[config.mk]
export PLATFORM = sky130hd
export DESIGN_NAME = spi_command_processor
export DESIGN_NICKNAME = d
export VERILOG_FILES = /design/src/rtl/spi_command_processor.sv
export SDC_FILE = /design/constraint.sdc
export NUM_CORES = 1
export LEC_CHECK = 0
export BUFFER_PORTS_ARGS = -buffer_cell sky130_fd_sc_hd__buf_2
export CORE_MARGIN = 8
export CORE_UTILIZATION = 45
export CTS_BUF_LIST = sky130_fd_sc_hd__clkbuf_4 sky130_fd_sc_hd__clkbuf_8
export DETAILED_ROUTE_END_ITERATION = 10
export GPL_ROUTABILITY_DRIVEN = 0
export PLACE_DENSITY = 0.77
export SYNTH_ARGS = -nofsm -noshare
export SYNTH_HDL_FRONTEND = slang
export SYNTH_SLANG_ARGS = --single-unit
[constraint.sdc]
create_clock -name clk -period 1.8 [get_ports clk]
set_input_delay 0.18 -clock clk [delete_from_list [all_inputs] [get_ports clk]]
set_output_delay 0.18 -clock clk [all_outputs]
set_load 0.01 [all_outputs]
[src/rtl/spi_command_processor.sv]
// SPI byte command parser bridging to the coax word paths and a control register.
// Optional build macro COMMAND_LOOPBACK_EN adds the control[7] internal loopback buffer.
module spi_command_processor #(
  parameter logic [7:0] VERSION         = 8'h01,
  parameter logic [7:0] CONTROL_DEFAULT = 8'h00
) (
  input  logic       clk,
  input  logic       reset,
  input  logic       spi_cs,
  input  logic [7:0] spi_rx_data,
  input  logic       spi_rx_strobe,
  output logic [7:0] spi_tx_data,
  output logic       spi_tx_strobe,
  output logic [9:0] coax_tx_data,
  output logic       coax_tx_valid,
  input  logic       coax_tx_ready,
  input  logic [9:0] coax_rx_data,
  input  logic       coax_rx_valid,
  output logic       coax_rx_ready,
  output logic [7:0] control
);

  localparam logic [2:0] ST_COMMAND    = 3'd0;
  localparam logic [2:0] ST_WR_CONTROL = 3'd1;
  localparam logic [2:0] ST_TX_HIGH    = 3'd2;
  localparam logic [2:0] ST_TX_LOW     = 3'd3;
  localparam logic [2:0] ST_RX_HIGH    = 3'd4;
  localparam logic [2:0] ST_RX_LOW     = 3'd5;
  localparam logic [2:0] ST_DISCARD    = 3'd6;

  logic [2:0] state;
  logic       cs_meta, cs_sync, cs_prev;
  logic       overflow;
  logic [1:0] tx_high;
  logic       rx_valid;
  logic [9:0] rx_word;

  logic       loopback;
  logic       src_valid;
  logic [9:0] src_data;
  logic       tx_busy;

`ifdef COMMAND_LOOPBACK_EN
  logic       lb_full;
  logic [9:0] lb_word;
  assign loopback  = control[7];
  assign src_valid = loopback ? lb_full : coax_rx_valid;
  assign src_data  = loopback ? lb_word : coax_rx_data;
  assign tx_busy   = loopback ? lb_full : coax_tx_valid;
`else
  assign loopback  = 1'b0;
  assign src_valid = coax_rx_valid;
  assign src_data  = coax_rx_data;
  assign tx_busy   = coax_tx_valid;
`endif

  logic       frame_end, byte_ok, do_capture, do_tx_word;
  logic [7:0] status, capture_resp;
  logic [9:0] tx_word;

  always_comb begin
    frame_end    = cs_sync & ~cs_prev;
    byte_ok      = spi_rx_strobe & ~cs_sync;
    status       = {src_valid, ~coax_tx_valid, 4'b0000, overflow, loopback};
    capture_resp = {src_valid, 5'b00000, src_valid ? src_data[9:8] : 2'b00};
    do_capture   = byte_ok & (((state == ST_COMMAND) & (spi_rx_data == 8'h06)) |
                              (state == ST_RX_LOW));
    do_tx_word   = byte_ok & (state == ST_TX_LOW);
    tx_word      = {tx_high, spi_rx_data};
  end

  always_ff @(posedge clk) begin
    if (reset) begin
      cs_meta       <= 1'b1;
      cs_sync       <= 1'b1;
      cs_prev       <= 1'b1;
      state         <= ST_COMMAND;
      spi_tx_data   <= '0;
      spi_tx_strobe <= 1'b0;
      coax_tx_data  <= '0;
      coax_tx_valid <= 1'b0;
      coax_rx_ready <= 1'b0;
      control       <= CONTROL_DEFAULT;
      overflow      <= 1'b0;
      tx_high       <= '0;
      rx_valid      <= 1'b0;
      rx_word       <= '0;
`ifdef COMMAND_LOOPBACK_EN
      lb_full       <= 1'b0;
      lb_word       <= '0;
`endif
    end else begin
      cs_meta       <= spi_cs;
      cs_sync       <= cs_meta;
      cs_prev       <= cs_sync;
      spi_tx_strobe <= 1'b0;
      coax_rx_ready <= 1'b0;
      if (coax_tx_valid && coax_tx_ready) coax_tx_valid <= 1'b0;

      // frame end outranks a byte arriving in the same cycle
      if (frame_end) begin
        state         <= ST_COMMAND;
        spi_tx_data   <= 8'h00;
        spi_tx_strobe <= 1'b1;
      end else if (byte_ok) begin
        spi_tx_strobe <= 1'b1;
        spi_tx_data   <= 8'h00;
        case (state)
          ST_COMMAND: begin
            case (spi_rx_data)
              8'h01: begin spi_tx_data <= status; overflow <= 1'b0; state <= ST_DISCARD; end
              8'h02: begin spi_tx_data <= VERSION; state <= ST_DISCARD; end
              8'h03: begin spi_tx_data <= control; state <= ST_DISCARD; end
              8'h04: state <= ST_WR_CONTROL;
              8'h05: begin spi_tx_data <= status; state <= ST_TX_HIGH; end
              8'h06: begin spi_tx_data <= capture_resp; state <= ST_RX_HIGH; end
              default: begin spi_tx_data <= 8'hFF; state <= ST_DISCARD; end
            endcase
          end
          ST_WR_CONTROL: begin control <= spi_rx_data; state <= ST_DISCARD; end
          ST_TX_HIGH: begin
            spi_tx_data <= status;
            tx_high     <= spi_rx_data[1:0];
            state       <= ST_TX_LOW;
          end
          ST_TX_LOW: begin spi_tx_data <= status; state <= ST_TX_HIGH; end
          ST_RX_HIGH: begin
            spi_tx_data <= rx_valid ? rx_word[7:0] : 8'h00;
            state       <= ST_RX_LOW;
          end
          ST_RX_LOW: begin spi_tx_data <= capture_resp; state <= ST_RX_HIGH; end
          ST_DISCARD: state <= ST_DISCARD;
          default: state <= ST_COMMAND;
        endcase
      end

      if (do_tx_word) begin
        if (tx_busy) begin
          overflow <= 1'b1;
`ifdef COMMAND_LOOPBACK_EN
        end else if (loopback) begin
          lb_word <= tx_word;
          lb_full <= 1'b1;
`endif
        end else begin
          coax_tx_data  <= tx_word;
          coax_tx_valid <= 1'b1;
        end
      end

      if (do_capture) begin
        rx_valid <= src_valid;
        rx_word  <= src_valid ? src_data : '0;
        if (src_valid) begin
`ifdef COMMAND_LOOPBACK_EN
          if (loopback) lb_full <= 1'b0;
          else coax_rx_ready <= 1'b1;
`else
          coax_rx_ready <= 1'b1;
`endif
        end
      end

`ifdef COMMAND_LOOPBACK_EN
      // the external transmitter is silenced while looping back
      if (loopback) begin
        coax_tx_valid <= 1'b0;
        coax_tx_data  <= '0;
      end
`endif
    end
  end

endmodule

==> results.md, run 1 <==
- Outcome: finished, final reports clean
- CTS H-tree depth: 2
- Post-Syn Area: 0.00216 mm²
- Seq pwr share: 0.549
- Hold path depth: 2
- Clk sink count: 47
- Initial antenna violation count: 0
- EDFF count, synth: 0
- Placed Area: ~0.0025 mm²
- Cell Pwr Density: 728 mW/mm²
- Post-synth ARST share: 0
- Clock power frac: 0.364
- Leading cell type in the layout, fill and taps excluded: buf_2
- Worst hold path startpoint: spi_cs
- Routed WL: 5510 µm
- Crit share post-route: 0.913
- Ys flop type: dfxtp_1
- Lkg Pwr: 1.20 nW
- Final Hold Fails: 0
- Min-Delay Path Class: primary input to flip-flop
- Clock skew: ~0.0088 ns
- WS Path Type: flip-flop to flip-flop
- Flop2flop setup slack: 0.16 ns
- Ys Warns: 0
- Largest net degree at the start of global routing: 24
- Tmin final: 1.64 ns
- Tot GR Track Use: 0.158
- Clock Path Buffers: 2
- Part of the power in combinational logic: 0.087
- Reg-to-reg critical path endpoint: overflow$_SDFF_PP0_
- Design Area, Final: 0.00265 mm²
- Max Fclk: 609 MHz
- Crit path DAT: 1.84 ns
- Remaining Overflow, GRT: 0
- Vias in the first global route: 1976
- Util after Layout: 0.565
- Post-Synthesis Mean Instance Area: 8.56 µm²
- Final setup viols: 0
- NetSw: roughly 450 µW
- CP Capture Type: flip-flop
- Root Driver: clkbuf_8
- RSZ-0062 raised after global routing: no
- Layout Cells excl Fill: roughly 370
- Reg area: around 940 µm²
- Multi-input logic area: 0.00114 mm²
- Area delta synth->final: 22.5%
- R2R depth: 5
- Placed cell count: 357
- Clock transition at path regs: 0.09 ns
- Drt drc: 0
- DR WL/cell: 15.1 µm
- Die W: between 80 and 90 µm
- Bufs and invs on worst path: 1
- Sw Ratio: 0.231
- Syn nets: between 200 and 300
- Number of buffers created by CTS: 5
- CP max stage cell: dfxtp_1
- Initial Util: 0.461
- Worst Hold Endpoint: cs_meta$_SDFF_PP1_
- Die Y-Extent: 85.4 µm
- CORE AREA: 0.00469 mm²
- Max incr delay on CP: roughly 0.37 ns
- Initial DRT Pass Iterations: 4
- Worst Tran Pin Value: 0.495 ns
- Antenna viol nets, final: 0
- Delay-heaviest family, CP: simple AND/OR/NAND/NOR gates
- I/O Buffers: 52
- Vias/cell: 5.60
- Share of cells above drive strength 1: 0.267
- First-pass GRT wire length: 9270 µm
- IO Pins: 53
- Setup TNS: 0 ns
- Internal: between 1 and 1.5 mW
- RR Startpoint: state[0]$_SDFFE_PP0P_
- Die area: 0.00729 mm²
- Post-synthesis sequential area ratio: 0.435
- Most frequent cells in the layout: buf_2, dfxtp_1, nor2_1
- Ant. Diodes: 0
- Max_cap viols: 0
- Worst vdd ir: 0.000441 V
- Core Rows: 25
- # hold bufs at CTS: 0
- Slew headroom: 0.668
- Initial drt markers: between 150 and 200
- TritonCTS clock tree: done
- DR vias: 2045
- Worst Path Max Fanout: 11
- Critical-path cell list: buf_4 -> nor3_1 -> nand2_1 -> o41ai_1 -> a21oi_1
- Clk Latency, worst-skew pair: around 0.30 ns
- Seq cells post-synth: 47
- Mapped Cells: 253
- Slew Viols, Final: 0
- Final HPWL DP: about 4200 µm
- Nets: 334
- Worst Path Required: 1.99 ns
- Worst setup SP type: flip-flop
- Yosys cell types: 38
- Fill cell count: ~440
kinds of logic after synthesis:
kind of cell / count (synthesis) / share of synthesized area
and+or+nand+nor: 99 / 0.229
buffers and inverters: 23 / 0.0410
DFF: 47 / 0.435
AOI/OAI and AO/OA: 64 / 0.202
muxes: 20 / 0.0925
repair_timing:
| action | in CTS | in global routing |
|---|---|---|
| setup endpoints to repair | 0 | 1 |
| gates resized for setup | 0 | 1 |
| buffers inserted | 0 | 0 |
through the flow:
step	total power [mW]	hold WS (ns)	setup WS (ns)
floorplan	1.17	0.284	0.243
global placement	1.25	0.364	0.152
detailed placement	1.25	0.367	0.0796
CTS	1.95	0.0473	0.165
global route	2.01	0.0449	0.0703
finish	1.93	0.0556	0.157
flip-flops by register name, indices dropped and copies added (netlist names):
name	flops
coax_tx_data	10
control	8
rx_word	8
spi_tx_data	8
state	3
tx_high	2
coax_rx_ready	1
coax_tx_valid	1
cs_meta	1
cs_prev	1
cs_sync	1
overflow	1
rx_valid	1
spi_tx_strobe	1
worst max path at each step:
stage | startpoint | endpoint | depth (start not counted)
global placement | spi_rx_data[4] | spi_tx_data[3]$_SDFFE_PP0P_ | 6
CTS | state[2]$_SDFFE_PP0P_ | spi_tx_data[7]$_SDFFE_PP0P_ | 4
finish | state[0]$_SDFFE_PP0P_ | overflow$_SDFF_PP0_ | 5
floorplan | spi_rx_data[4] | state[0]$_SDFFE_PP0P_ | 5
detailed placement | spi_rx_data[4] | spi_tx_data[3]$_SDFFE_PP0P_ | 6
global route | state[2]$_SDFFE_PP0P_ | coax_tx_data[0]$_SDFFE_PP0P_ | 5
power by group through the flow:
stage | sequential (mW) | clock [mW] | combinational [mW]
global placement | 1.08 | 0 | 0.164
finish | 1.06 | 0.704 | 0.167
detailed placement | 1.08 | 0 | 0.166
CTS | 1.06 | 0.720 | 0.167
floorplan | 1.08 | 0 | 0.0907
global route | 1.06 | 0.765 | 0.185
final cells by class:
cell class,count,share of cell area
Multi-Input combinational cell,183,0.430
Sequential cell,47,0.355
Timing Repair Buffer,68,0.143
Clock buffer,8,0.0392
Tap cell,54,0.0255
Inverter,5,0.00708
layer usage:
| metal | part of all wire | wire, µm | up-vias | global-route usage |
|---|---|---|---|---|
| li1 | - | - | 1027 | - |
| met1 | 0.42 | 2340 | 948 | 0.188 |
| met2 | 0.49 | 2700 | 58 | 0.260 |
| met3 | 0.064 | 351 | 12 | 0.0444 |
| met4 | 0.021 | 118 | 0 | 0.0685 |
| met5 | 0 | 0 | - | 0 |
cells in the mapped netlist, types with 3 or more instances:
library cell   n  area (µm²)
dfxtp_1       47         941
nor2_1        35         131
a21oi_1       21         105
mux2i_1       20         200
nand2_1       17        63.8
clkbuf_1      16        60.1
nand3_1       11        55.1
a21o_1         8        60.1
a211oi_1       7        52.6
o31ai_1        7        52.6
nand2b_1       6        37.5
a22oi_1        5        37.5
inv_1          5        18.8
nor3_1         4        20.0
and2_1         3        18.8
nand3b_1       3        22.5
o311ai_1       3        26.3
or2_2          3        18.8
or3_1          3        18.8
No activity file was read; power rests on OpenSTA's default activity.
==> run 2, diff against run 1 <==
Settings changed: CORE_MARGIN 8 to 1.5.
==> run 2 against run 1 <==
Against the previous run: first-iteration DRC count down 9.2%; fmax grew 2.3%; combinational power hardly changed; global-route usage rose by 4.1 points; utilization shrank 0.29 points; via count fell by 0.15%; power fell by 0.70%; hold slack improved by 0.0071 ns; die area down 28%; sequential share of layout area is 0.18 points higher; sequential power about the same.
==> results.md, run 2 (synthesized netlist as in run 1, its figures left out) <==
- Outcome: finished, final reports clean (unchanged)
- Lkg Pwr: 1.20 nW (about the same)
- Design Area, Final: 0.00264 mm² (was 0.00265 mm²)
- Worst Path Required: 2.03 ns (was 1.99 ns)
- Drt drc: 0 (unchanged)
- Sw Ratio: 0.225 (was 0.231)
- Clock transition at path regs: 0.08 ns (was 0.09 ns)
- Seq pwr share: 0.552 (was 0.549)
- Cell Pwr Density: 727 mW/mm² (was 728 mW/mm²)
- Antenna viol nets, final: 0 (unchanged)
- Vias in the first global route: 1741 (was 1976)
- Number of buffers created by CTS: 5 (unchanged)
- Vias/cell: 5.61 (was 5.60)
- Clock Path Buffers: 2 (unchanged)
- Core Rows: 25 (unchanged)
- NetSw: 432 µW (was 446 µW)
- Ant. Diodes: 0 (unchanged)
- CORE AREA: 0.00469 mm² (unchanged)
- Clock skew: 0.00355 ns (was 0.00875 ns)
- Internal: 1.49 mW (was 1.48 mW)
- Final HPWL DP: 3770 µm (was 4240 µm)
- Routed WL: 4970 µm (was 5510 µm)
- Leading cell type in the layout, fill and taps excluded: buf_2 (unchanged)
- Clock power frac: 0.361 (was 0.364)
- I/O Buffers: 52 (unchanged)
- Die area: 0.00524 mm² (was 0.00729 mm²)
- Tmin final: 1.61 ns (was 1.64 ns)
- Most frequent cells in the layout: buf_2, dfxtp_1, nor2_1 (unchanged)
- WS Path Type: flip-flop to flip-flop (unchanged)
- Nets: 333 (was 334)
- Min-Delay Path Class: primary input to flip-flop (unchanged)
- First-pass GRT wire length: 8190 µm (was 9270 µm)
- Clk sink count: 47 (unchanged)
- Share of cells above drive strength 1: 0.261 (was 0.267)
- Tot GR Track Use: 0.199 (was 0.158)
- Die W: 72.4 µm (was 85.4 µm)
- Placed Area: 0.00253 mm² (was 0.00254 mm²)
- Root Driver: clkbuf_8 (unchanged)
- Top reg by flops: coax_tx_data (unchanged)
- Remaining Overflow, GRT: 0 (unchanged)
- Setup TNS: 0 ns (unchanged)
- # resized after CTS: 0 (unchanged)
- Max_cap viols: 0 (unchanged)
- DR vias: 2042 (was 2045)
- Worst setup SP type: flip-flop (unchanged)
- Max Fclk: 622 MHz (was 609 MHz)
- Slew headroom: 0.653 (was 0.668)
- Die Y-Extent: 72.4 µm (was 85.4 µm)
- Worst vdd ir: 0.000395 V (was 0.000441 V)
- Slew Viols, Final: 0 (unchanged)
- CP Capture Type: flip-flop (unchanged)
- Part of the power in combinational logic: 0.087 (about the same)
- Area delta synth->final: 21.9% (was 22.5%)
- Initial Util: 0.461 (unchanged)
- DR WL/cell: 13.6 µm (was 15.1 µm)
- RSZ-0062 raised after global routing: no (unchanged)
- Final Hold Fails: 0 (unchanged)
- IO Pins: 53 (unchanged)
- Clk Latency, worst-skew pair: 0.29 ns (was 0.30 ns)
- Post CTS Setup Buffer Count: 0 (unchanged)
- Final setup viols: 0 (unchanged)
- CTS H-tree depth: 2 (unchanged)
- Initial antenna violation count: 0 (unchanged)
- Worst Path Max Fanout: 9 (was 11)
- Crit share post-route: 0.893 (was 0.913)
- # hold bufs at CTS: 0 (unchanged)
- Crit path DAT: 1.83 ns (was 1.84 ns)
- Initial DRT Pass Iterations: 5 (was 4)
- TritonCTS clock tree: done (unchanged)
- Max FFs per register: 10 (unchanged)
- Worst Tran Pin Value: 0.516 ns (was 0.495 ns)
- Largest net degree at the start of global routing: 24 (unchanged)
- Initial drt markers: 157 (was 173)
-- run 2: changes by cell type in the layout (fill, tap and decap cells not counted) --
cell      before  now
buf_4         16   15
nor4bb_1       1    2
nor4bb_2       1    0
-- run 2: final cells by class --
cell class                      instances  area, µm²
Clock buffer                            8        104
Fill cell                             437       2050
Inverter                                5       18.8
Multi-Input combinational cell        183       1130
Sequential cell                        47        941
Tap cell                               54       67.6
Timing Repair Buffer                   67        373
-- run 2: path summary, 6_finish.rpt --
check                           slack, ns                           to  cells past startpoint                   from
worst max-delay path                 0.19  spi_tx_data[4]$_SDFFE_PP0P_                      5  state[2]$_SDFFE_PP0P_
worst min-delay path                 0.06           cs_meta$_SDFF_PP1_                      2                 spi_cs
worst max register to register       0.19  spi_tx_data[4]$_SDFFE_PP0P_                      5  state[2]$_SDFFE_PP0P_
worst min register to register       0.41           cs_sync$_SDFF_PP1_                      1     cs_meta$_SDFF_PP1_
-- run 2: metrics by stage --
stage	hold slack (ns)	setup WS, ns	total power, mW	util	instances
2_1_floorplan	0.284	0.243	1.17	-	253
3_3_place_gp	0.364	0.130	1.25	0.540	356
3_5_place_dp	0.367	0.0623	1.25	0.540	356
4_1_cts	0.0585	0.207	1.94	0.562	364
5_1_grt	0.0596	0.0492	2.01	0.562	364
6_report	0.0626	0.193	1.92	0.562	364
-- run 2: worst max-delay path, stage by stage, from the launching register on --
cell      delay [ns]
dfxtp_1         0.42
buf_4           0.19
nor4bb_1        0.42
and2_1          0.28
a22oi_1         0.09
a21oi_1         0.13
-- run 2: power groups by stage --
stage               clock network (mW)  registers [mW]  logic, mW
floorplan                            0            1.08     0.0907
global placement                     0            1.08      0.165
detailed placement                   0            1.08      0.167
CTS                              0.714            1.06      0.168
global route                     0.761            1.06      0.187
finish                           0.692            1.06      0.167
-- run 2: metal layers --
| metal | up-vias | wire length [µm] | GRT usage | share of wire |
|---|---|---|---|---|
| li1 | 1025 | - | - | - |
| met1 | 954 | 2380 | 0.281 | 0.48 |
| met4 | 0 | 59 | 0.0566 | 0.012 |
| met5 | - | 0 | 0 | 0 |
| met2 | 56 | 2310 | 0.312 | 0.46 |
| met3 | 7 | 219 | 0.0375 | 0.044 |
==> run 3, diff against run 2 <==
Settings changed: BUFFER_PORTS_ARGS -buffer_cell sky130_fd_sc_hd__buf_2 to default, DONT_BUFFER_PORTS from default to 1, PLACE_DENSITY 0.77 to 0.68.
==> run 3 against run 2 <==
Against the previous run: power shrank 5.2%; count of clock-buffer cells in the layout shrank 1; critical endpoint unchanged; critical path depth is the same; sequential cell count is the same; die area is the same; first-iteration DRC count shrank 5.7%; critical path type unchanged.
==> results.md, run 3 (synthesized netlist as in run 1, its figures left out) <==
- Outcome: finished, final reports clean (unchanged)
- Placed Area: 0.00223 mm² (was 0.00253 mm²)
- Remaining Overflow, GRT: 0 (unchanged)
- I/O Buffers: 0 (was 52)
- Layout Cells excl Fill: 308 (was 364)
- Lkg Pwr: 0.929 nW (was 1.20 nW)
- Max_cap viols: 0 (unchanged)
- Drt drc: 0 (unchanged)
- Ant. Diodes: 0 (unchanged)
- RSZ-0062 raised after global routing: no (unchanged)
- Worst setup SP type: flip-flop (unchanged)
- Placed cell count: 298 (was 356)
- Number of buffers created by CTS: 5 (unchanged)
- Die W: 72.4 µm (unchanged)
- Worst Tran Pin Value: 0.523 ns (was 0.516 ns)
- CP Capture Type: flip-flop (unchanged)
- Initial Util: 0.461 (unchanged)
- Initial drt markers: 148 (was 157)
- Largest net degree at the start of global routing: 36 (was 24)
- CORE AREA: 0.00469 mm² (unchanged)
- Vias in the first global route: 1708 (was 1741)
- IO Pins: 53 (unchanged)
- Critical-path cell list: buf_4 -> nor4bb_1 -> and2_1 -> a22oi_1 -> a21oi_1 (unchanged)
- Clk sink count: 47 (unchanged)
- Power Total: 1.82 mW (was 1.92 mW)
- First-pass GRT wire length: 8350 µm (was 8190 µm)
- Routed WL: 5250 µm (was 4970 µm)
- Worst Path Max Fanout: 9 (unchanged)
- DR WL/cell: 17.0 µm (was 13.6 µm)
- Reg-to-reg critical path endpoint: spi_tx_data[4]$_SDFFE_PP0P_ (unchanged)
- Flop2flop setup slack: 0.15 ns (was 0.19 ns)
- Pre-CTS setup slack: 0.170 ns (was 0.0623 ns)
- Max Fclk: 606 MHz (was 622 MHz)
- Core Rows: 25 (unchanged)
- Tmin final: 1.65 ns (was 1.61 ns)
- Hold path depth: 2 (unchanged)
- Setup TNS: 0 ns (unchanged)
- Leading cell type in the layout, fill and taps excluded: dfxtp_1 (was buf_2)
- Post CTS Setup Buffer Count: 0 (unchanged)
- Worst Hold Endpoint: control[4]$_SDFFE_PP0P_ (was cs_meta$_SDFF_PP1_)
- Tot GR Track Use: 0.205 (was 0.199)
- Fill cell count: 478 (was 437)
- Final HPWL DP: 3660 µm (was 3770 µm)
- RR Startpoint: state[0]$_SDFFE_PP0P_ (was state[2]$_SDFFE_PP0P_)
- Die area: 0.00524 mm² (unchanged)
- Clk Latency, worst-skew pair: 0.31 ns (was 0.29 ns)
- Nets: 277 (was 333)
- Initial DRT Pass Iterations: 4 (was 5)
- Clock skew: 0.0109 ns (was 0.00355 ns)
- # hold bufs at CTS: 2 (was 0)
- CTS H-tree depth: 2 (unchanged)
- Worst hold path startpoint: spi_rx_data[4] (was spi_cs)
- CP max stage cell: nor4bb_1 (was dfxtp_1)
- Slew headroom: 0.646 (was 0.653)
- Clock transition at path regs: 0.09 ns (was 0.08 ns)
- Design Area, Final: 0.00235 mm² (was 0.00264 mm²)
- Final Hold Fails: 0 (unchanged)
- Util after Layout: 0.501 (was 0.562)
- Root Driver: clkbuf_8 (unchanged)
- Initial antenna violation count: 0 (unchanged)
- Top reg by flops: coax_tx_data (unchanged)
- Slew Viols, Final: 0 (unchanged)
- Max incr delay on CP: 0.50 ns (was 0.42 ns)
- Antenna viol nets, final: 0 (unchanged)
- Worst Path Required: 2.04 ns (was 2.03 ns)
- Area delta synth->final: 8.50% (was 21.9%)
- Crit path DAT: 1.89 ns (was 1.83 ns)
- Reg area: 941 µm² (unchanged)
- Vias/cell: 5.95 (was 5.61)
- Crit share post-route: 0.916 (was 0.893)
- WS Path Type: flip-flop to flip-flop (unchanged)
- R2R depth: 5 (unchanged)
- # resized after CTS: 0 (unchanged)
- Fin worst setup slack: 0.151 ns (was 0.193 ns)
- Worst vdd ir: 0.000513 V (was 0.000395 V)
- CP startpoint: state[0]$_SDFFE_PP0P_ (was state[2]$_SDFFE_PP0P_)
- Most frequent cells in the layout: dfxtp_1, nor2_1, a21oi_1 (was buf_2, dfxtp_1, nor2_1)
- Multi-input logic area: 0.00113 mm² (unchanged)
- DR vias: 1834 (was 2042)
- Share of cells above drive strength 1: 0.0945 (was 0.261)
- Clock Path Buffers: 2 (unchanged)
- Final setup viols: 0 (unchanged)
- TritonCTS clock tree: done (unchanged)
- Cell Pwr Density: 774 mW/mm² (was 727 mW/mm²)
- Die Y-Extent: 72.4 µm (unchanged)
- Max FFs per register: 10 (unchanged)
- Final hold slack: 0.0118 ns (was 0.0626 ns)
- Min-Delay Path Class: primary input to flip-flop (unchanged)
run 3: cell types whose count changed in the layout (fill, tap and decap cells not counted):
cell and delta:
clkbuf_8 -2, dlygate4sd3_1 +1, buf_12 +1, clkinv_2 +1, buf_4 -6, clkbuf_4 +1, buf_2 -52
run 3: layout make-up:
type	count	area share
tap	54	0.0288
inverter	5	0.00799
clock inverter	1	0.00213
timing repair buffer	11	0.0416
multi-input combinational	183	0.483
clock buffer	7	0.0357
sequential	47	0.401
run 3: how the worst max path moves through the flow:
stage / cells after the start / end / slack, ns
after floorplan: 5 / state[0]$_SDFFE_PP0P_ / 0.24
after global placement: 5 / overflow$_SDFF_PP0_ / 0.21
after global routing: 4 / control[6]$_SDFFE_PP0P_ / 0.05
after CTS: 5 / spi_tx_data[4]$_SDFFE_PP0P_ / 0.15
final: 5 / spi_tx_data[4]$_SDFFE_PP0P_ / 0.15
after detailed placement: 5 / spi_tx_data[4]$_SDFFE_PP0P_ / 0.17
run 3: power breakdown:
part / total (mW) / internal [mW] / switching [mW]
Sequential: 1.06 / 1.05 / 0.0133
Combinational: 0.107 / 0.0475 / 0.0596
Clock: 0.647 / 0.303 / 0.344
run 3: worst max-delay path: cells and delay by family (launching register included):
family                 cells  cell delay (ns)
flip-flops                 1             0.38
AO/OA/AOI/OAI              2             0.22
buffers and inverters      1             0.19
AND/OR/NAND/NOR            2             0.80
run 3: layer usage:
layer / vias to the layer above / part of all wire / GRT usage
li1: 909 / - / -
met1: 870 / 0.46 / 0.273
met2: 48 / 0.46 / 0.309
met3: 7 / 0.070 / 0.0792
met4: 0 / 0.014 / 0.0608
met5: - / 0 / 0
